## src/rtl/sc_ir_pkg.sv

```systemverilog
// Shared field positions, op-field constants and decoded-field bundle for
// the SPARC-format instruction register and its shadow copies.
package sc_ir_pkg;

    localparam int RD_MSB     = 29;
    localparam int RD_LSB     = 25;
    localparam int RS1_MSB    = 18;
    localparam int RS1_LSB    = 14;
    localparam int RS2_MSB    = 4;
    localparam int RS2_LSB    = 0;
    localparam int OP_MSB     = 31;
    localparam int OP_LSB     = 30;
    localparam int OP3_MSB    = 24;
    localparam int OP3_LSB    = 19;
    localparam int I_BIT      = 13;
    localparam int COND_MSB   = 28;
    localparam int COND_LSB   = 25;
    localparam int SIMM13_MSB = 12;
    localparam int DISP22_MSB = 21;
    localparam int DISP30_MSB = 29;

    localparam logic [1:0] OP_BRANCH = 2'b00;
    localparam logic [1:0] OP_CALL   = 2'b01;
    localparam logic [1:0] OP_ARITH  = 2'b10;
    localparam logic [1:0] OP_MEM    = 2'b11;

    typedef struct packed {
        logic [4:0]  rd;
        logic [4:0]  rs1;
        logic [4:0]  rs2;
        logic [7:0]  op;
        logic        ir13;
        logic [3:0]  cond;
        logic [31:0] simm13;
        logic [31:0] disp22;
        logic [31:0] disp30;
    } irFields_t;

endpackage

```

## src/rtl/sc_ir_field_decode.sv

```systemverilog
// Combinational IR field slicer and sign-extender; shared by the main IR and
// the trap-handler shadow IR.
module sc_ir_field_decode
    import sc_ir_pkg::*;
(
    input  logic [31:0] ir,
    output irFields_t   fields
);

    always_comb begin
        fields        = '0;
        fields.rd     = ir[RD_MSB:RD_LSB];
        fields.rs1    = ir[RS1_MSB:RS1_LSB];
        fields.rs2    = ir[RS2_MSB:RS2_LSB];
        fields.op     = {ir[OP_MSB:OP_LSB], ir[OP3_MSB:OP3_LSB]};
        fields.ir13   = ir[I_BIT];
        fields.cond   = ir[COND_MSB:COND_LSB];
        fields.simm13 = {{(31-SIMM13_MSB){ir[SIMM13_MSB]}}, ir[SIMM13_MSB:0]};
        fields.disp22 = {{(31-DISP22_MSB){ir[DISP22_MSB]}}, ir[DISP22_MSB:0]};
        fields.disp30 = {{(31-DISP30_MSB){ir[DISP30_MSB]}}, ir[DISP30_MSB:0]};
    end

endmodule

```

## src/rtl/sc_reg_ir_queue.sv

```systemverilog
// Instruction register fed by a DEPTH-entry prefetch FIFO, with empty-queue
// bypass and a flush that can capture a branch-target fetch.
module sc_reg_ir_queue
    import sc_ir_pkg::*;
#(
    parameter int DATAWIDTH_BUS           = 32,
    parameter int DEPTH                   = 4,
    parameter int DATAWIDTH_BUS_REG_IR    = 5,
    parameter int DATAWIDTH_BUS_REG_IR_OP = 8
) (
    input  logic                               SC_RegGENERAL_CLOCK_50,
    input  logic                               SC_RegGENERAL_RESET_InHigh,
    input  logic                               SC_RegGENERAL_Push_InLow,
    input  logic [DATAWIDTH_BUS-1:0]           SC_RegGENERAL_DataBUS_In,
    input  logic                               SC_RegGENERAL_Load_InLow,
    input  logic                               SC_RegGENERAL_Flush_InHigh,
    output logic [DATAWIDTH_BUS-1:0]           SC_RegGENERAL_DataBUS_Out,
    output logic                               SC_RegGENERAL_Valid,
    output logic [DATAWIDTH_BUS_REG_IR-1:0]    SC_RegGENERAL_RS1,
    output logic [DATAWIDTH_BUS_REG_IR-1:0]    SC_RegGENERAL_RS2,
    output logic [DATAWIDTH_BUS_REG_IR-1:0]    SC_RegGENERAL_RD,
    output logic [DATAWIDTH_BUS_REG_IR_OP-1:0] SC_RegGENERAL_OP,
    output logic                               SC_RegGENERAL_IR13,
    output logic [3:0]                         SC_RegGENERAL_Cond,
    output logic [DATAWIDTH_BUS-1:0]           SC_RegGENERAL_Simm13,
    output logic [DATAWIDTH_BUS-1:0]           SC_RegGENERAL_Disp22,
    output logic [DATAWIDTH_BUS-1:0]           SC_RegGENERAL_Disp30,
    output logic [$clog2(DEPTH):0]             SC_RegGENERAL_Count,
    output logic                               SC_RegGENERAL_Full,
    output logic                               SC_RegGENERAL_Empty,
    output logic                               SC_RegGENERAL_Overflow
);

    localparam int PW = $clog2(DEPTH);
    localparam int CW = PW + 1;

    logic [DEPTH-1:0][DATAWIDTH_BUS-1:0] queueMem;
    logic [PW-1:0]                       rdPtr, wrPtr;
    logic [CW-1:0]                       count;
    logic [DATAWIDTH_BUS-1:0]            irReg;
    logic                                validReg, overflowReg;

    logic pushEn, loadEn, flushEn, isFull, isEmpty;
    logic doPop, doBypass, doPush, memWe;
    logic [PW-1:0] memAddr;

    assign pushEn  = ~SC_RegGENERAL_Push_InLow;
    assign loadEn  = ~SC_RegGENERAL_Load_InLow;
    assign flushEn = SC_RegGENERAL_Flush_InHigh;
    assign isFull  = (count == CW'(DEPTH));
    assign isEmpty = (count == '0);

    // Flush outranks load; a full queue still accepts a push when a pop frees a slot.
    always_comb begin
        doPop    = ~flushEn & loadEn & ~isEmpty;
        doBypass = ~flushEn & loadEn & isEmpty & pushEn;
        doPush   = ~flushEn & pushEn & ~doBypass & (~isFull | doPop);
        memWe    = doPush | (flushEn & pushEn);
        memAddr  = flushEn ? '0 : wrPtr;
    end

    always_ff @(negedge SC_RegGENERAL_CLOCK_50) begin
        if (memWe) queueMem[memAddr] <= SC_RegGENERAL_DataBUS_In;
    end

    always_ff @(negedge SC_RegGENERAL_CLOCK_50 or posedge SC_RegGENERAL_RESET_InHigh) begin
        if (SC_RegGENERAL_RESET_InHigh) begin
            rdPtr       <= '0;
            wrPtr       <= '0;
            count       <= '0;
            irReg       <= '0;
            validReg    <= 1'b0;
            overflowReg <= 1'b0;
        end else if (flushEn) begin
            rdPtr <= '0;
            wrPtr <= pushEn ? PW'(1) : '0;
            count <= pushEn ? CW'(1) : '0;
        end else begin
            if (loadEn) begin
                if (doPop) begin
                    irReg    <= queueMem[rdPtr];
                    validReg <= 1'b1;
                end else if (doBypass) begin
                    irReg    <= SC_RegGENERAL_DataBUS_In;
                    validReg <= 1'b1;
                end else begin
                    validReg <= 1'b0;
                end
            end
            if (doPush) wrPtr <= wrPtr + PW'(1);
            if (doPop)  rdPtr <= rdPtr + PW'(1);
            count <= count + CW'(doPush) - CW'(doPop);
            if (pushEn && isFull && !loadEn) overflowReg <= 1'b1;
        end
    end

    irFields_t fields;

    sc_ir_field_decode uDecode (
        .ir     (irReg),
        .fields (fields)
    );

    assign SC_RegGENERAL_DataBUS_Out = irReg;
    assign SC_RegGENERAL_Valid       = validReg;
    assign SC_RegGENERAL_RS1         = fields.rs1;
    assign SC_RegGENERAL_RS2         = fields.rs2;
    assign SC_RegGENERAL_RD          = fields.rd;
    assign SC_RegGENERAL_OP          = fields.op;
    assign SC_RegGENERAL_IR13        = fields.ir13;
    assign SC_RegGENERAL_Cond        = fields.cond;
    assign SC_RegGENERAL_Simm13      = fields.simm13;
    assign SC_RegGENERAL_Disp22      = fields.disp22;
    assign SC_RegGENERAL_Disp30      = fields.disp30;
    assign SC_RegGENERAL_Count       = count;
    assign SC_RegGENERAL_Full        = isFull;
    assign SC_RegGENERAL_Empty       = isEmpty;
    assign SC_RegGENERAL_Overflow    = overflowReg;

endmodule

```

## config.mk

```make
export PLATFORM = sky130hd
export DESIGN_NAME = sc_reg_ir_queue
export DESIGN_NICKNAME = d
export VERILOG_FILES = /design/src/rtl/sc_ir_pkg.sv /design/src/rtl/sc_ir_field_decode.sv /design/src/rtl/sc_reg_ir_queue.sv
export SDC_FILE = /design/constraint.sdc
export NUM_CORES = 1
export LEC_CHECK = 0
export ABC_AREA = 0
export CAP_MARGIN = 20
export CORE_MARGIN = 2
export CORE_UTILIZATION = 30
export CTS_CLUSTER_SIZE = 30
export DETAILED_ROUTE_END_ITERATION = 10
export HOLD_SLACK_MARGIN = 0.1
export PLACE_DENSITY_LB_ADDON = 0.1
export SYNTH_ARGS = -nofsm -noshare
export SYNTH_HDL_FRONTEND = slang
export SYNTH_SLANG_ARGS = --single-unit
```

## constraint.sdc

```tcl
create_clock -name SC_RegGENERAL_CLOCK_50 -period 11.3 [get_ports SC_RegGENERAL_CLOCK_50]
set_clock_uncertainty 0.1 [all_clocks]
set_input_delay 1.13 -clock SC_RegGENERAL_CLOCK_50 [delete_from_list [all_inputs] [get_ports SC_RegGENERAL_CLOCK_50]]
set_output_delay 1.13 -clock SC_RegGENERAL_CLOCK_50 [all_outputs]
set_load 0.1 [all_outputs]
```

== Word-level counts from Yosys, hierarchy flattened ==
Index checks and enable logic that the tools add are counted.
Word-level totals
  input port bits: 37
  register bits: 169
  output and inout port bits: 163
  word-level logic and storage cells: 61
Operators by class
  multiplexer cells: 17
  add/subtract/negate cells: 4
  reductions and logical operators: 10
  magnitude comparators: 3
  bitwise gates (word level): 16
  eq/ne operators: 1
Operators by type and width (count)
  bitwise mux 128 bit: 1
  2-to-1 mux 32 bit: 4
  binary-select mux 32 bit (select 2 bit): 1
  demux 32 bit (select 2 bit): 1
  2-to-1 mux 2 bit: 5
  bitwise AND 1 bit: 8
  < comparator 2 x 3 -> 1 bit (second input constant): 2
  inverter 1 bit: 6
  nonzero test 2 bit: 3
  adder 2 x 1 -> 2 bit (second input constant): 2
  2-to-1 mux 1 bit: 4
  AND reduction 2 bit: 2
  adder 3 x 1 -> 3 bit: 1
  equality test 3 bit (second input constant): 1
  logical AND 1 bit: 3
  logical NOT 3 bit: 1
  2-to-1 mux 3 bit: 1
  AND reduction 3 bit: 1
  subtractor 3 x 1 -> 3 bit: 1
  greater-or-equal comparator 2 x 1 -> 1 bit (second input constant): 1
  bitwise OR 1 bit: 2

== Depth between registers and ports, before layout ==
Gate-level depths: netlist of the first run.
  word-level depth: 10
  mapped depth: 13
  mapped depth without buffers: 10

== By module ==
Synthesis of the first run repeated with hierarchy kept, for this count alone.
Second synthesis, totals
  cell total of the unflattened synthesis: 460
  area total of the unflattened synthesis: 7569.8 um^2
Modules (own cells, without submodules)
  sc_reg_ir_queue: cells an instance 336, instances 1, area an instance 6638.9 um^2, seq. area each 4869.7 um^2
  sc_ir_field_decode: cells an instance 124, instances 1, area an instance 930.9 um^2, seq. area each 0.0 um^2

==> impl_results.md, run 1 <==
* Outcome: complete, no violations
* CTS clk-pin slew, worst paths at 0.05 ns
* Post-synthesis sequential area ratio at 64.3%
* IO buf count at 199
* Gpl congestion at 0.695
* Hold buffer count at CTS at 0
* Hold WC Path Type: reg2reg
* Worst Setup End Kind: flip-flop
* Synth Area in Simple Gates at 4.23%
* TritonCTS Buffers at 17
* Final TNS setup at 0 ns
* Clk sinks at 169
* Number of synthesis warnings at 0
* Slew headroom at 30.4%
* Synth Flop Type: edfxtp_1
* #FFs+latches synth at 169
* Die Wd at 163 um
* Worst-skew pair later-pin latency at 0.47 ns
* Vias in the first global route at 4505
* Site row count at 58
* Total GRT Usage at 13.5%
* Worst setup SP type: primary input
* Crit path cell chain: clkdlybuf4s50_1 -> or2_2 -> nor2_1 -> ha_1 -> inv_1 -> ha_1 -> inv_1 -> fa_1 -> xor2_1 -> and2_1 -> nor3_1
* Adder and majority gate portion of the synthesized area at 0.595%
* Post-CTS setup buffers at 0
* Syn Area/Cell at 16.5 um2
* Initial Util at 30.3%
* Post-DR wirelength/cell at 17.5 um
* DRT Pass-1 Iters at 4
* FFs w/ async S/R, synth at 24.3%
* Largest net degree at the start of global routing at 42
* Final worst slack at 1.77 ns
* Layout overhead on the synthesized area at 34.0%
* DRC violations left at 0
* Global-route wire length before repair at 26600 um
* Final WL at 17700 um
* Antenna Cells at 0
* Worst path bufs/invs at 3
* DIE HEIGHT at 163 um
* Crit path max-delay family: simple AND/OR/NAND/NOR gates
* I/O pins at 200
* CTS tree: done
* Layout cell share with drive strength beyond 1 at 16.3%
* Post-synth top cells: edfxtp_1, buf_4, dfrtn_1
* Grt ovf at 0
* Post-DRT Antenna Nets at 0
* 1st-iter DRT viols at 199
* Slew Limit Fails at 0
* Clock root buffer: clkbuf_16
* Crit path largest cell delay at 0.81 ns
* Vias per inst at 4.45
* Reg2reg setup slack at 8.27 ns
* Mux cell area share after synthesis at 9.90%
* Unrepaired setup endpoints after global routing: no
* Initial antenna violation count at 0
* Estimated wirelength of the detail-placed design at 10300 um
* Fin nets at 707
* Top cell type's share of synthesized area at 50.8%
* Htree depth at 4
* Post-synth EDFFs at 128
* Total core area at 25000 um2
* Worst slew pin tran at 1.04 ns
* Crit path max fanout at 35
* Yosys cell types at 39
* Final setup viols at 0
* Via count at 4497
* Synthesized Nets at 500
* DIE AREA at 26500 um2
* Worst Setup Path Type: in2reg
* Cell taking the most area after synthesis: edfxtp_1
* CP Data Required Time at 5.78 ns
* Top cells by area, synth: edfxtp_1, dfrtn_1, buf_4
* Pre-CTS setup slack at 1.38 ns
* Post-Synth XOR/XNOR Area at 0.231%
* Crit-path slowest cell: or2_2
* Maximum clock insertion buffer count at 2
* Post-Syn Instances at 460
* Cts repair resizes at 0
* Cell Area, Synth at 7570 um2
* Largest family of logic cells by synthesized area: buffers and inverters
* Data arrival time of the critical path at 4.01 ns
* Compound-Gate Fraction of Synth Area at 6.00%
* Count leader, synth: edfxtp_1
* Max Cap Viol at 0
* Hold Vio Cnt, Final at 0
==> registers in the layout, indices dropped and copies added, names as in the netlist <==
name,flops
SC_RegGENERAL_Count,3
SC_RegGENERAL_DataBUS_Out,32
SC_RegGENERAL_Overflow,1
SC_RegGENERAL_Valid,1
queueMem,128
rdPtr,2
wrPtr,2
==> cells by family after synthesis <==
family / Yosys count
fa+ha+maj: 3
mux: 33
xor+xnor: 2
simple gates: 52
flops: 169
compound gates: 45
buf+inv: 156
==> per-layer routing <==
layer / wire length [um] / vias up / global-route usage, %
li1: - / 2064 / -
met1: 8390 / 2307 / 18.7
met3: 706 / 8 / 3.72
met5: 0 / - / 0
met2: 8420 / 118 / 20.8
met4: 136 / 0 / 3.74
==> worst reg2reg max path: stages (launching register included) <==
cell and delay, ns:
dfrtn_1 0.48, nor3_4 0.23, buf_4 0.46, nand3b_1 0.82
buf_4 0.51, o221a_2 0.28
==> stage by stage <==
| stage | instances | cell area, um2 | hold slack [ns] | utilization (%) |
|---|---|---|---|---|
| global placement | 848 | 8980 | 0.312 | 36.0 |
| floorplan | 460 | 7570 | 0.314 | - |
| finish | 1010 | 10100 | 0.314 | 40.6 |
| CTS | 1009 | 10100 | 0.316 | 40.6 |
| detailed placement | 850 | 9030 | 0.316 | 36.2 |
| global route | 1010 | 10100 | 0.349 | 40.6 |
==> area by class of cell <==
type                    count  area [um2]
inverters                   7        26.3
clock inverters           141         624
fillers                  2392       14800
well taps                 330         413
multi-input cells         135        1630
clock buffers              19         475
flip-flops and latches    169        4870
repair buffers            209        2110
==> placed cells by master (no fill, tap or decap), types with 3 or more instances in the layout <==
| master | count |
|---|---|
| nor2_1 | 4 |
| clkdlybuf4s50_1 | 199 |
| mux4_2 | 27 |
| dfrtn_1 | 41 |
| inv_1 | 134 |
| mux4_1 | 5 |
| buf_4 | 7 |
| or3_1 | 33 |
| clkinv_4 | 3 |
| clkbuf_16 | 19 |
| edfxtp_1 | 128 |
| inv_8 | 6 |
| o221a_2 | 32 |
==> final timing paths <==
| check | cells past startpoint | startpoint | to |
|---|---|---|---|
| max in group asynchronous | 3 | SC_RegGENERAL_RESET_InHigh | wrPtr[1] |
| min | 1 | SC_RegGENERAL_Overflow | SC_RegGENERAL_Overflow |
| max reg2reg | 5 | SC_RegGENERAL_Count[1] | SC_RegGENERAL_DataBUS_Out[13] |
| min in group asynchronous | 2 | SC_RegGENERAL_RESET_InHigh | SC_RegGENERAL_DataBUS_Out[13] |
| max | 11 | SC_RegGENERAL_Flush_InHigh | SC_RegGENERAL_Count[2] |
| min reg2reg | 1 | SC_RegGENERAL_Overflow | SC_RegGENERAL_Overflow |
Power of run 1 is not shown: default switching activity piles up to over one toggle a cycle in this logic, so the estimate is an artifact.
==> run 2, diff against run 1 <==
==> constraint.sdc (replaced) <==
create_clock -name SC_RegGENERAL_CLOCK_50 -period 7.7 [get_ports SC_RegGENERAL_CLOCK_50]
set_clock_uncertainty 0.1 [all_clocks]
set_input_delay 0.77 -clock SC_RegGENERAL_CLOCK_50 [delete_from_list [all_inputs] [get_ports SC_RegGENERAL_CLOCK_50]]
set_output_delay 0.77 -clock SC_RegGENERAL_CLOCK_50 [all_outputs]
set_load 0.1 [all_outputs]
==> run 2 against run 1 <==
Non-clock buffer count increased by 2; global-route usage decreased by 0.12 points; final cell count increased by 0.20%; count of clock-buffer cells in the layout increased by 1; design area decreased by 1.8%; critical path depth decreased by 10; highest routed layer unchanged.
==> impl_results.md, run 2 (synthesis results as in run 1) <==
* Final TNS setup at 0 ns (unchanged)
* Vias per inst at 4.43 (-0.55%)
* Die Wd at 163 um (unchanged)
* Initial antenna violation count at 0 (unchanged)
* Crit path max-delay family: buffers and inverters
* Final Util at 39.9% (-0.74 points)
* Crit path depth at 1 (-10)
* TritonCTS Buffers at 17 (unchanged)
* Worst Setup End Kind: output pin
* CTS tree: done
* Worst Setup EP: SC_RegGENERAL_Count[2]
* Max reg flops at 128 (unchanged)
* DRT Pass-1 Iters at 6 (+2)
* DIE AREA at 26500 um2 (unchanged)
* Post-CTS setup buffers at 0 (unchanged)
* Data arrival time of the critical path at 6.00 ns (+1.99 ns)
* Initial Util at 30.3% (unchanged)
* Site row count at 58 (unchanged)
* Crit path max fanout at 6 (-83%)
* I/O pins at 200 (unchanged)
* Vias in the first global route at 4455 (-1.1%)
* Layout overhead on the synthesized area at 31.6%
* Clk sinks at 169 (unchanged)
* Fin cells at 1012 (+0.20%)
* Unrepaired setup endpoints after global routing: no
* Post-DR wirelength/cell at 17.4 um (-0.53%)
* Slew headroom at 33.7% (+3.3 points)
* Total GRT Usage at 13.3% (-0.12 points)
* Reg2reg start: SC_RegGENERAL_Count[1]
* Hold buffer count at CTS at 0 (unchanged)
* Fin nets at 709 (+0.28%)
* Largest register by flop count: queueMem
* Hold Vio Cnt, Final at 0 (unchanged)
* Gpl congestion at 0.694 (-0.22%)
* Crit path cell chain: clkdlybuf4s50_1
* DRC violations left at 0 (unchanged)
* Crit. Startpoint: SC_RegGENERAL_Count[2]
* Layout cell share with drive strength beyond 1 at 22.6% (+6.3 points)
* Post-DRT Antenna Nets at 0 (unchanged)
* Commonest non-fill, non-tap cells in the layout: clkdlybuf4s50_1, inv_1, edfxtp_1
* CTS clk-pin slew, worst paths at 0.05 ns (about the same)
* Cts repair resizes at 0 (unchanged)
* Maximum clock insertion buffer count at 2 (unchanged)
* Worst-skew pair later-pin latency at 0.45 ns (-0.02 ns)
* RR Endpoint: SC_RegGENERAL_Count[2]
* Max Cap Viol at 0 (unchanged)
* Outcome: complete, no violations
* Crit-path slowest cell: clkdlybuf4s50_1
* Reg2reg setup slack at 4.88 ns (-3.39 ns)
* Commonest non-fill, non-tap cell in the layout: clkdlybuf4s50_1
* Crit path largest cell delay at 1.19 ns (+0.38 ns)
* Antenna Cells at 0 (unchanged)
* 1st-iter DRT viols at 223 (+12%)
* Largest net degree at the start of global routing at 40 (-4.8%)
* Via count at 4481 (-0.36%)
* Global-route wire length before repair at 26200 um (-1.5%)
* Worst path bufs/invs at 1 (-2)
* Worst setup SP type: flip-flop
* Final setup viols at 0 (unchanged)
* R2R depth at 11 (+6)
* Htree depth at 4 (unchanged)
* Hold WC Path Type: reg2reg
* DIE HEIGHT at 163 um (unchanged)
* IO buf count at 199 (unchanged)
* Final WL at 17600 um (-0.33%)
* Total core area at 25000 um2 (unchanged)
* Estimated wirelength of the detail-placed design at 9970 um (-2.8%)
* CP Data Required Time at 6.83 ns (+1.05 ns)
* Clock root buffer: clkbuf_16
* Worst Setup Path Type: reg2out
* Dpl cells at 853 (+0.35%)
* Slew Limit Fails at 0 (unchanged)
* Worst slew pin tran at 0.992 ns (-0.0492 ns)
* Grt ovf at 0 (unchanged)
==> run 2: changes by cell type in the layout (fill, tap and decap cells not counted), moves of 2 or more <==
| cell | change |
|---|---|
| buf_12 | -2 |
| buf_4 | +47 |
| clkbuf_1 | +2 |
| clkdlybuf4s50_1 | -42 |
| clkinvlp_4 | +2 |
| inv_4 | +2 |
| inv_8 | -5 |
==> run 2: final cells by class <==
type                            count  area [um2]
Inverter                            7        26.3
Tap cell                          330         413
Sequential cell                   169        4870
Timing Repair Buffer              211        1980
Clock buffer                       20         458
Multi-Input combinational cell    135        1650
Fill cell                        2430       15000
Clock inverter                    140         572
==> run 2: stage by stage <==
step / setup slack (ns) / instance area [um2] / hold WS [ns]
after floorplan: 0.141 / 7590 / 0.323
after global routing: 0.623 / 9960 / 0.334
final: 0.834 / 9960 / 0.324
after global placement: 0.483 / 8940 / 0.328
after CTS: 0.806 / 9960 / 0.328
after detailed placement: 0.440 / 8940 / 0.328
==> run 2: worst min path at each step <==
| stage | startpoint | to | slack (ns) | cells past startpoint |
|---|---|---|---|---|
| global route | SC_RegGENERAL_Valid | SC_RegGENERAL_Valid | 0.33 | 1 |
| finish | SC_RegGENERAL_Overflow | SC_RegGENERAL_Overflow | 0.32 | 1 |
| CTS | SC_RegGENERAL_Valid | SC_RegGENERAL_Valid | 0.33 | 1 |
| floorplan | wrPtr[1] | wrPtr[1] | 0.32 | 1 |
| detailed placement | SC_RegGENERAL_Valid | SC_RegGENERAL_Valid | 0.33 | 1 |
| global placement | SC_RegGENERAL_Valid | SC_RegGENERAL_Valid | 0.33 | 1 |
==> run 2: layer usage <==
metal	vias up	track usage, %	wire length, um
li1	2059	-	-
met1	2294	17.7	7700
met2	124	22.1	8880
met3	4	3.26	918
met4	0	3.10	87
met5	-	0	0
Power of run 2 is left out for the same reason.
